--- config.mk ---
export PLATFORM = sky130hd
export DESIGN_NAME = stopwatch_ctrl
export DESIGN_NICKNAME = d
export VERILOG_FILES = /design/src/rtl/stopwatch_ctrl.sv
export SDC_FILE = /design/constraint.sdc
export NUM_CORES = 1
export LEC_CHECK = 0
export BUFFER_PORTS_ARGS = -buffer_cell sky130_fd_sc_hd__buf_4
export CORE_MARGIN = 2
export CORE_UTILIZATION = 55
export CTS_BUF_LIST = sky130_fd_sc_hd__clkbuf_4
export CTS_CLUSTER_DIAMETER = 40
export DETAILED_ROUTE_END_ITERATION = 8
export HOLD_SLACK_MARGIN = 0.12
export PLACE_DENSITY = 0.77
export SYNTH_ARGS = -nofsm -noshare
export SYNTH_HDL_FRONTEND = slang
export SYNTH_HIERARCHICAL = 1
export SYNTH_SLANG_ARGS = --single-unit
--- constraint.sdc ---
create_clock -name clk -period 1.7 [get_ports clk]
set_input_delay 0.17 -clock clk [delete_from_list [all_inputs] [get_ports clk]]
set_output_delay 0.17 -clock clk [all_outputs]
set_load 0.02 [all_outputs]
--- src/rtl/stopwatch_ctrl.sv ---
// stopwatch_ctrl: button debounce, count-tick prescaler and run/pause/lap sequencing.
// Define STOPWATCH_LAP_EN to build the lap feature (LAP state, lap_latch, disp_hold).

module stopwatch_db #(
  parameter int DB_CYCLES = 16
) (
  input  logic clk,
  input  logic rst,
  input  logic btn_raw,
  output logic press
);
  localparam int CW = (DB_CYCLES > 1) ? $clog2(DB_CYCLES) : 1;

  logic          sync1;
  logic          sync2;
  logic          level;
  logic          level_d;
  logic [CW-1:0] stable_cnt;

  always_ff @(posedge clk) begin
    if (rst) begin
      sync1      <= 1'b0;
      sync2      <= 1'b0;
      level      <= 1'b0;
      level_d    <= 1'b0;
      stable_cnt <= '0;
      press      <= 1'b0;
    end else begin
      sync1   <= btn_raw;
      sync2   <= sync1;
      level_d <= level;
      press   <= level & ~level_d;
      // any sample equal to the current level restarts the stability count
      if (sync2 == level) begin
        stable_cnt <= '0;
      end else if (stable_cnt == CW'(DB_CYCLES - 1)) begin
        level      <= sync2;
        stable_cnt <= '0;
      end else begin
        stable_cnt <= stable_cnt + CW'(1);
      end
    end
  end
endmodule

// state | meaning
// IDLE  | stopped, time cleared (or clearable)
// RUN   | counting, display shows live time
// PAUSE | stopped, time held
// LAP   | counting, display frozen on lap register
module stopwatch_ctrl #(
  parameter int TICK_DIV  = 100000,
  parameter int DB_CYCLES = 16
) (
  input  logic       clk,
  input  logic       rst,
  input  logic [3:0] btn,
  input  logic       cnt_max,
  output logic       cnt_en,
  output logic       cnt_clr,
  output logic       lap_latch,
  output logic       disp_hold,
  output logic [1:0] state
);
  localparam logic [1:0] S_IDLE  = 2'b00;
  localparam logic [1:0] S_RUN   = 2'b01;
  localparam logic [1:0] S_PAUSE = 2'b10;
  localparam logic [1:0] S_LAP   = 2'b11;
  localparam int         PW      = (TICK_DIV > 2) ? $clog2(TICK_DIV) : 1;

  logic          p_start;
  logic          p_lap;
  logic          p_clr;
  logic [1:0]    state_nxt;
  logic [PW-1:0] presc;
  logic          tick;
  logic          counting;
  logic          counting_nxt;
  logic          cnt_en_nxt;
  logic          cnt_clr_nxt;
  logic          unused_btn;

  stopwatch_db #(.DB_CYCLES(DB_CYCLES)) u_db_start (
    .clk(clk), .rst(rst), .btn_raw(btn[0]), .press(p_start)
  );
  stopwatch_db #(.DB_CYCLES(DB_CYCLES)) u_db_clr (
    .clk(clk), .rst(rst), .btn_raw(btn[2]), .press(p_clr)
  );

`ifdef STOPWATCH_LAP_EN
  stopwatch_db #(.DB_CYCLES(DB_CYCLES)) u_db_lap (
    .clk(clk), .rst(rst), .btn_raw(btn[1]), .press(p_lap)
  );
  assign unused_btn = btn[3];
`else
  assign p_lap      = 1'b0;
  assign unused_btn = ^{btn[3], btn[1]};
`endif

  assign tick         = (presc == PW'(TICK_DIV - 1));
  assign counting     = (state == S_RUN) || (state == S_LAP);
  assign counting_nxt = (state_nxt == S_RUN) || (state_nxt == S_LAP);

  always_ff @(posedge clk) begin
    if (rst) state <= S_IDLE;
    else     state <= state_nxt;
  end

  // press priority clear > start > lap; illegal presses fall through
  always_comb begin
    state_nxt = state;
    case (state)
      S_IDLE: begin
        if (p_clr)        state_nxt = S_IDLE;
        else if (p_start) state_nxt = S_RUN;
      end
      S_RUN: begin
        if (p_start)               state_nxt = S_PAUSE;
        else if (p_lap)            state_nxt = S_LAP;
        else if (tick && cnt_max)  state_nxt = S_PAUSE;
      end
      S_LAP: begin
        if (p_start)               state_nxt = S_PAUSE;
        else if (p_lap)            state_nxt = S_RUN;
        else if (tick && cnt_max)  state_nxt = S_PAUSE;
      end
      S_PAUSE: begin
        if (p_clr)        state_nxt = S_IDLE;
        else if (p_start) state_nxt = S_RUN;
      end
      default: state_nxt = S_IDLE;
    endcase
  end

  // a tick landing on a transition cycle is dropped
  always_comb begin
    cnt_en_nxt  = tick && counting && !cnt_max && (state_nxt == state);
    cnt_clr_nxt = p_clr && ((state == S_IDLE) || (state == S_PAUSE));
  end

  always_ff @(posedge clk) begin
    if (rst) begin
      presc   <= '0;
      cnt_en  <= 1'b0;
      cnt_clr <= 1'b0;
    end else begin
      if (counting && counting_nxt) presc <= tick ? '0 : presc + PW'(1);
      else                          presc <= '0;
      cnt_en  <= cnt_en_nxt;
      cnt_clr <= cnt_clr_nxt;
    end
  end

`ifdef STOPWATCH_LAP_EN
  logic lap_latch_nxt;
  logic disp_hold_nxt;

  always_comb begin
    lap_latch_nxt = (state == S_RUN) && (state_nxt == S_LAP);
    disp_hold_nxt = (state_nxt == S_LAP);
  end

  always_ff @(posedge clk) begin
    if (rst) begin
      lap_latch <= 1'b0;
      disp_hold <= 1'b0;
    end else begin
      lap_latch <= lap_latch_nxt;
      disp_hold <= disp_hold_nxt;
    end
  end
`else
  assign lap_latch = 1'b0;
  assign disp_hold = 1'b0;
`endif
endmodule

==> flow_metrics.py, run 1 <==
metrics = {
    "detailed_routing": {
        "drtIter0Drc": 25,
        "dr_total_vias": 1133,
        "antenna_left": 0,
        "vias_per_cell": 5.32,
        "wl_mm": 2.74,
        "drtPass1Iterations": 4,
        "wl_per_cell_um": 12.8,
        "drc": 0,
    },
    "timing": {
        "fin_tns_setup_ps": 0,
        "fmax_mhz": 618,
        "period_minus_slack_ps": 1620,
        "finalCritPeriodShare_pct": 95.2,
        "worstMarginPinSlew_ps": 529,
        "report.final.setup_viol": 0,
        "rsz0062_at_grt": "false",
        "finClkSkew_ps": 6.17,
        "max_slew_margin_pct": 64.4,
        "slew_violations": 0,
        "hold_viol": 0,
    },
    "power_and_ir_drop": {
        "power.internal_mw": 1.10,
        "swShare_pct": 22.4,
        "combPwrFrac_pct": 2.5,
        "total_power_mw": 1.41,
        "pwr-share-seq_pct": 65.2,
        "p_leak_nw": 0.608,
        "p_switching_mw": 0.317,
        "vdd_ir_drop_max_uv": 924,
        "powerDensity_nw_per_um2": 791,
        "clockPowerShare_pct": 32.3,
    },
    "synthesis": {
        "synth_ff_type": "dfxtp_1",
        "synth-async-reset-ratio_pct": 0,
        "syn_inst": 158,
        "ys_types": 31,
        "netlist_area_um2": 1570,
        "syn_area_per_cell_um2": 9.91,
        "synth_edf_count": 0,
        "ys_warn_count": 6,
        "yosysSeqAreaShare_pct": 49.9,
        "ys_ff_latch": 39,
    },
    "floorplan": {
        "die-area_um2": 3290,
        "io_pins": 13,
        "initial_core_util_pct": 57.3,
        "die_y_um": 57.3,
        "rows": 19,
        "die_w_um": 57.3,
        "core_area_um2": 2730,
    },
    "worst_setup_path": {
        "cp.buffers_inverters": 1,
        "cp_cell_sequence": "or4b_4, nor4_4, a21bo_1, buf_4, nor2_1",
        "arrival_ps": 1850,
        "critical-path-max-stage-delay_ps": 550,
        "timing.reg2reg.worst_path_depth": 5,
        "cp_slowest_cell": "or4b_4",
        "cpLargestDelayFamily": "simple AND/OR/NAND/NOR gates",
        "worstSetupEndpointType": "flip-flop",
        "cp.required_ps": 1930,
        "critical_path_depth": 5,
        "crit_fanout": 7,
        "startpoint_type": "flip-flop",
        "worst-setup-path-type": "flip-flop to flip-flop",
    },
    "cells_and_area": {
        "layout_common_cells": "dfxtp_1, nor2_1, xnor2_1",
        "drive_gt1_share_pct": 17.6,
        "nFillCells": 201,
        "utilization_pct": 65.4,
        "seq_area_um2": 781,
        "layout.cells.most_common": "dfxtp_1",
        "area_growth_pct": 14.3,
        "antenna_cells": 0,
        "nNetsFinal": 191,
        "multi_input_area_um2": 742,
    },
    "clock_network": {
        "clk_pin_slew_worst_paths_ps": 120,
        "numClockSinks": 39,
        "clk_path_buf_depth": 2,
        "cts_made_buffers": 5,
        "cts_tree": "done",
        "clock_latency_ps": 340,
        "cts_setup_buffers": 0,
        "cts-root-buf": "clkbuf_4",
        "h-tree-depth": 2,
    },
    "global_routing": {
        "grt_use_total_pct": 18.4,
        "grt_overflow_total": 0,
        "grt_pass1_vias": 1088,
        "grt_max_degree": 15,
        "grt_pass1_wl_mm": 4.62,
        "antenna_found_initial": 0,
    },
    "status": {
        "status": "finished, final reports clean",
    },
    "worst_hold_path": {
        "hp-class": "primary input to flip-flop",
        "hold-path-cell-count": 3,
    },
    "job": {
        "max_cap_viol_count": 0,
    },
    "placed_design": {
        "port_buffers": 8,
        "routabilityCongestion": 0.828,
        "dpl.hpwl_mm": 1.90,
    },
}
==> power by group through the flow <==
stage                     logic, mW  clock network, mW  registers, mW
after floorplan              0.0159                  0          0.942
after global placement       0.0239                  0          0.942
after detailed placement     0.0249                  0          0.943
after CTS                    0.0338              0.471          0.922
after global routing         0.0378              0.516          0.923
final                        0.0349              0.458          0.922
==> synth_stat cells, drive strengths merged (4+ instances only) <==
cell type	number	area, µm²
nand3	7	47.6
xnor2	16	140
xor2	5	43.8
nand2	5	18.8
inv	4	15.0
dfxtp	39	781
nor4	8	56.3
buf	4	46.3
nand4	6	37.5
nor2b	8	50.1
nor2	32	120
==> tightest hold or removal path, stage by stage <==
cell and delay, ps:
buf_4 80, or2b_1 150, nor2_1 50
==> kinds of logic after synthesis <==
family	count (synthesis)	share of synthesized area, %
adder cells (fa/ha/maj)	3	2.40
AND/OR/NAND/NOR	80	28.7
buffers and inverters	8	3.92
other	1	0.240
AO/OA/AOI/OAI	4	1.84
multiplexers	2	1.28
flip-flops	39	49.9
XOR/XNOR	21	11.8
==> final cells by class <==
class	count	area share, %
Clock inverter	3	1.12
Tap cell	31	2.17
Multi-Input combinational cell	112	41.5
Inverter	4	0.839
Sequential cell	39	43.6
Timing Repair Buffer	19	8.67
Clock buffer	5	2.10
==> stage by stage <==
stage / hold WS [ps] / area (µm²) / instances / setup WS [ps]
final: 147 / 1790 / 213 / 81.8
after floorplan: 242 / 1570 / 159 / 124
after global routing: 147 / 1790 / 213 / 1.66
after CTS: 141 / 1770 / 213 / 46.1
after global placement: 378 / 1670 / 200 / 84.2
after detailed placement: 386 / 1670 / 200 / 75.0
==> final timing paths <==
path	to	slack (ps)	start
worst max-delay path	presc[4]	80	presc[14]
worst max register to register	presc[4]	80	presc[14]
worst min-delay path	cnt_en	150	cnt_max
worst min register to register	u_db_clr/press	400	u_db_clr/level_d
==> sequential cells by signal, indices dropped and copies added, names as in the netlist <==
signal,count
cnt_clr,1
cnt_en,1
presc,17
state,2
u_db_clr/level,1
u_db_clr/level_d,1
u_db_clr/press,1
u_db_clr/stable_cnt,4
u_db_clr/sync1,1
u_db_clr/sync2,1
u_db_start/level,1
u_db_start/level_d,1
u_db_start/press,1
u_db_start/stable_cnt,4
u_db_start/sync1,1
u_db_start/sync2,1
==> what timing repair did <==
| action | CTS | global route |
|---|---|---|
| hold buffers | 5 | 0 |
| setup endpoints to repair | 0 | 9 |
| hold endpoints to repair | 10 | 0 |
| resized for setup | 0 | 3 |
==> routing by layer <==
metal  global-route usage [%]  up-vias  share of wire, %
met2                     30.4       26                51
met5                        0        -                 0
li1                         -      576                 -
met1                     21.2      527                42
met3                     7.48        4               4.9
met4                     7.31        0               1.4
Power figures use the tool's default switching activity.
==> inputs of run 2 (changes only) <==
--- a/config.mk
+++ b/config.mk
@@ -15,5 +15,4 @@
 export PLACE_DENSITY = 0.77
 export SYNTH_ARGS = -nofsm -noshare
 export SYNTH_HDL_FRONTEND = slang
-export SYNTH_HIERARCHICAL = 1
 export SYNTH_SLANG_ARGS = --single-unit
==> flow_metrics.py, run 2 <==
metrics = {
    "worst_setup_path": {
        "worstSetupEndpointType": "flip-flop",
        "cp.buffers_inverters": 0,
        "critical-path-max-stage-delay_ps": 550,
        "arrival_ps": 1840,
        "crit_fanout": 4,
        "worst-setup-path-type": "flip-flop to flip-flop",
        "startpoint_type": "flip-flop",
        "cpLargestDelayFamily": "simple AND/OR/NAND/NOR gates",
        "cp.required_ps": 1960,
        "cp_slowest_cell": "or4_1",
        "cp_cell_sequence": "ha_1, nand4_1, or4_1, a21oi_1",
    },
    "cells_and_area": {
        "seq_area_um2": 781,
        "nFillCells": 209,
        "reg_top3": "presc: 17 flops, u_db_clr.stable_cnt: 4 flops, u_db_start.stable_cnt: 4 flops",
        "multi_input_area_um2": 729,
        "area_growth_pct": 15.2,
        "layout_common_cells": "dfxtp_1, nor2_1, xnor2_1",
        "largest_register_ffs": 17,
        "antenna_cells": 0,
        "final_cell_area_um2": 1800,
        "layout.cells.most_common": "dfxtp_1",
        "utilization_pct": 65.7,
        "regMostFlops": "presc",
        "fin_cells": 212,
        "nNetsFinal": 190,
        "drive_gt1_share_pct": 13.3,
    },
    "detailed_routing": {
        "wl_mm": 2.60,
        "drtPass1Iterations": 4,
        "vias_per_cell": 5.31,
        "dr_total_vias": 1125,
        "antenna_left": 0,
        "drtIter0Drc": 53,
        "wl_per_cell_um": 12.2,
        "drc": 0,
    },
    "job": {
        "max_cap_viol_count": 0,
    },
    "synthesis": {
        "synth_top_area_share_pct": 50.0,
        "yosysMostFrequentCell": "dfxtp_1",
        "synth_edf_count": 0,
        "ys_types": 36,
        "ys_warn_count": 0,
        "netlist_area_um2": 1560,
        "ys_top_cells_by_count": "dfxtp_1, nor2_1, xnor2_1, nor2b_1, xor2_1",
        "ys_ff_latch": 39,
        "synth-async-reset-ratio_pct": 0,
        "yosysSeqAreaShare_pct": 50.0,
        "synth_ff_type": "dfxtp_1",
        "syn_area_per_cell_um2": 9.69,
        "syn_inst": 161,
        "yosys.area.top_type": "dfxtp_1",
        "ys_top_cells_by_area": "dfxtp_1, nor2_1, xnor2_1, xor2_1, nor2b_1",
    },
    "floorplan": {
        "initial_core_util_pct": 57.1,
        "die_w_um": 57.3,
        "die_y_um": 57.3,
        "die-area_um2": 3280,
        "rows": 19,
        "core_area_um2": 2730,
        "io_pins": 13,
    },
    "global_routing": {
        "grt_pass1_wl_mm": 4.36,
        "grt_pass1_vias": 1071,
        "grt_max_degree": 18,
        "antenna_found_initial": 0,
        "grt_overflow_total": 0,
        "grt_use_total_pct": 17.1,
    },
    "timing": {
        "period_minus_slack_ps": 1580,
        "report.final.setup_viol": 0,
        "slew_violations": 0,
        "setup_ws_ps": 120,
        "hold_viol": 0,
        "finClkSkew_ps": 9.61,
        "fmax_mhz": 633,
        "fin_tns_setup_ps": 0,
        "finalCritPeriodShare_pct": 92.9,
        "hold_ws_ps": 390,
        "rsz0062_at_grt": "false",
    },
    "clock_network": {
        "h-tree-depth": 2,
        "cts-root-buf": "clkbuf_4",
        "clock_latency_ps": 330,
        "cts_tree": "done",
        "clk_path_buf_depth": 2,
        "numClockSinks": 39,
        "ctsResizeCount": 0,
        "clk_pin_slew_worst_paths_ps": 120,
        "cts_made_buffers": 5,
    },
    "placed_design": {
        "port_buffers": 8,
        "dp.cells": 198,
        "place_area_um2": 1660,
        "post-place-ws_ps": 132,
        "routabilityCongestion": 0.829,
        "dpl.hpwl_mm": 1.90,
    },
    "power_and_ir_drop": {
        "total_power_mw": 1.56,
        "vdd_ir_drop_max_uv": 930,
        "p_leak_nw": 0.639,
        "powerDensity_nw_per_um2": 870,
    },
    "status": {
        "status": "finished, final reports clean",
    },
    "worst_hold_path": {
        "hp-class": "flip-flop to flip-flop",
    },
}
==> run 2: cells by family (layout without fill, tap and decap cells) <==
group	Yosys count	in the layout	share of synthesized area, %
other cells	1	2	0.240
fa+ha+maj	3	3	2.41
mux	2	2	1.28
xor+xnor	19	19	10.7
simple gates	79	79	28.9
buf+inv	10	29	3.45
compound gates	8	8	3.05
flops	39	39	50.0
==> run 2: cell type report <==
class	count	area share [%]
Sequential cell	39	43.5
Multi-Input combinational cell	113	40.6
Timing Repair Buffer	16	8.22
Clock inverter	3	2.44
Tap cell	31	2.16
Clock buffer	5	2.09
Inverter	5	1.04
==> run 2: power by group <==
part	internal [mW]	leakage (nW)	switching, mW
Sequential	0.919	0.315	0.00319
Clock	0.309	0.0452	0.296
Combinational	0.0202	0.279	0.0156
==> run 2: metal layers <==
metal	routed length [µm]	track usage, %	vias up
met5	0	0	-
li1	-	-	584
met3	92	5.22	7
met2	1380	30.9	22
met4	43	7.31	0
met1	1080	18.4	512
==> run 2: worst paths after layout <==
path / depth (start not counted) / start / slack (ps) / to
setup reg to reg: 4 / presc[0] / 120 / presc[16]
hold reg to reg: 1 / u_db_clr.level_d / 390 / u_db_clr.press
setup / recovery: 4 / presc[0] / 120 / presc[16]
hold / removal: 1 / u_db_clr.level_d / 390 / u_db_clr.press
==> run 2: timing repair <==
| action | in CTS | in global routing |
|---|---|---|
| setup buffers | 0 | 0 |
| hold endpoints to repair | 12 | 0 |
| hold buffers | 6 | 0 |
==> inputs of run 3 (changes only) <==
--- a/config.mk
+++ b/config.mk
@@ -13,6 +13,7 @@
 export DETAILED_ROUTE_END_ITERATION = 8
 export HOLD_SLACK_MARGIN = 0.12
 export PLACE_DENSITY = 0.77
+export SETUP_SLACK_MARGIN = 0.2
 export SYNTH_ARGS = -nofsm -noshare
 export SYNTH_HDL_FRONTEND = slang
 export SYNTH_SLANG_ARGS = --single-unit
==> flow_metrics.py, run 3 (same netlist as run 2, synthesis figures left out) <==
metrics = {
    "status": {
        "status": "finished, final reports clean",
    },
    "floorplan": {
        "io_pins": 13,
        "rows": 19,
        "core_area_um2": 2730,
        "die_w_um": 57.3,
        "die_y_um": 57.3,
        "die-area_um2": 3280,
        "initial_core_util_pct": 57.1,
    },
    "clock_network": {
        "clk_pin_slew_worst_paths_ps": 110,
        "cts_tree": "done",
        "cts-root-buf": "clkbuf_4",
        "numClockSinks": 39,
        "cts_made_buffers": 5,
        "clock_latency_ps": 340,
        "clk_path_buf_depth": 2,
        "h-tree-depth": 2,
    },
    "cells_and_area": {
        "layout.cells.most_common": "dfxtp_1",
        "area_growth_pct": 20.2,
        "largest_register_ffs": 17,
        "utilization_pct": 68.6,
        "fin_cells": 215,
        "reg_top3": "presc: 17 flops, u_db_clr.stable_cnt: 4 flops, u_db_start.stable_cnt: 4 flops",
        "nNetsFinal": 193,
        "regMostFlops": "presc",
        "final_cell_area_um2": 1880,
        "drive_gt1_share_pct": 20.1,
        "antenna_cells": 0,
        "layout_common_cells": "dfxtp_1, nor2_1, xnor2_1, buf_4, nor2b_1",
    },
    "worst_setup_path": {
        "crit_fanout": 4,
        "arrival_ps": 1760,
        "worstReg2RegStart": "presc[1]",
        "timing.reg2reg.worst_path_depth": 5,
        "worst-setup-path-type": "flip-flop to flip-flop",
        "r2r_slack_ps": 220,
        "critical-path-max-stage-delay_ps": 380,
        "startpoint_type": "flip-flop",
        "r2r_end": "state[1]",
        "cp_slowest_cell": "dfxtp_2",
        "cp.required_ps": 1980,
        "cp_cell_sequence": "ha_4, and4_4, nand4_1, or3_1, a21oi_1",
        "cpLargestDelayFamily": "simple AND/OR/NAND/NOR gates",
        "cp.buffers_inverters": 0,
        "worstSetupEndpointType": "flip-flop",
    },
    "detailed_routing": {
        "vias_per_cell": 5.41,
        "drtIter0Drc": 64,
        "antenna_left": 0,
        "drc": 0,
        "wl_per_cell_um": 13.7,
        "drtPass1Iterations": 4,
        "dr_total_vias": 1163,
        "wl_mm": 2.94,
    },
    "timing": {
        "hold_viol": 0,
        "finClkSkew_ps": 4.49,
        "rsz0062_at_grt": "true",
        "fmax_mhz": 678,
        "slew_violations": 0,
        "setup_ws_ps": 225,
        "finalCritPeriodShare_pct": 86.8,
        "report.final.setup_viol": 0,
        "hold_ws_ps": 394,
        "fin_tns_setup_ps": 0,
        "period_minus_slack_ps": 1480,
    },
    "worst_hold_path": {
        "hold_end": "u_db_start.press",
        "hold-path-cell-count": 1,
        "min_from": "u_db_start.level_d",
        "hp-class": "flip-flop to flip-flop",
    },
    "placed_design": {
        "dpl.hpwl_mm": 1.90,
        "routabilityCongestion": 0.869,
        "dp.cells": 197,
        "port_buffers": 8,
        "post-place-ws_ps": 99.1,
        "place_area_um2": 1640,
    },
    "global_routing": {
        "grt_pass1_wl_mm": 4.66,
        "grt_use_total_pct": 18.7,
        "grt_overflow_total": 0,
        "antenna_found_initial": 0,
        "grt_pass1_vias": 1150,
        "grt_max_degree": 18,
    },
    "power_and_ir_drop": {
        "p_leak_nw": 0.662,
        "total_power_mw": 1.71,
        "powerDensity_nw_per_um2": 913,
        "vdd_ir_drop_max_uv": 954,
    },
    "job": {
        "max_cap_viol_count": 0,
    },
}
## run 3: cell count changes in the layout (fill, tap and decap cells not counted), sizes merged
cell | previous run | this run
clkinvlp | 0 | 1
clkinv | 2 | 0
buf | 10 | 13
bufinv | 1 | 2
## run 3: power by group
part           total, mW  switching, mW  internal [mW]
combinational     0.0359         0.0156         0.0202
sequential         0.917        0.00293          0.914
clock              0.759          0.301          0.457
## run 3: worst max-delay path by stage
stage,start,to,cells after the start
2_1_floorplan,presc[0],presc[12],7
3_3_place_gp,presc[0],state[1],5
3_5_place_dp,presc[0],state[1],5
4_1_cts,presc[9],presc[16],4
5_1_grt,presc[2],presc[15],4
6_report,presc[1],state[1],5
## run 3: area by class of cell
| cell class | count | area [µm²] |
|---|---|---|
| well taps | 31 | 38.8 |
| multi-input cells | 113 | 751 |
| clock buffers | 5 | 37.5 |
| flip-flops and latches | 39 | 797 |
| inverters | 5 | 18.8 |
| clock inverters | 3 | 67.6 |
| repair buffers | 19 | 165 |
| fillers | 215 | 858 |
## run 3: routing by layer
metal / part of all wire [%] / wire [µm] / global-route usage (%) / vias to the layer above
li1: - / - / - / 592
met1: 41 / 1210 / 18.3 / 556
met2: 55 / 1630 / 35.5 / 10
met3: 1.9 / 57 / 4.76 / 5
met4: 1.7 / 51 / 10.3 / 0
met5: 0 / 0 / 0 / -
## run 3: worst register-to-register path, cell delays in order (launching register included)
cell and delay (ps):
dfxtp_2 380, ha_4 150, and4_4 240, nand4_1 160, or3_1 350, a21oi_1 150
## run 3: repair_timing
item | in CTS | in global routing
buffers inserted | 1 | 2
cloned | 0 | 1
hold endpoints to repair | 12 | 0
endpoints found under the setup margin | 19 | 19
resized for setup | 5 | 12
pin swaps | 1 | 0
hold buffers | 6 | 0
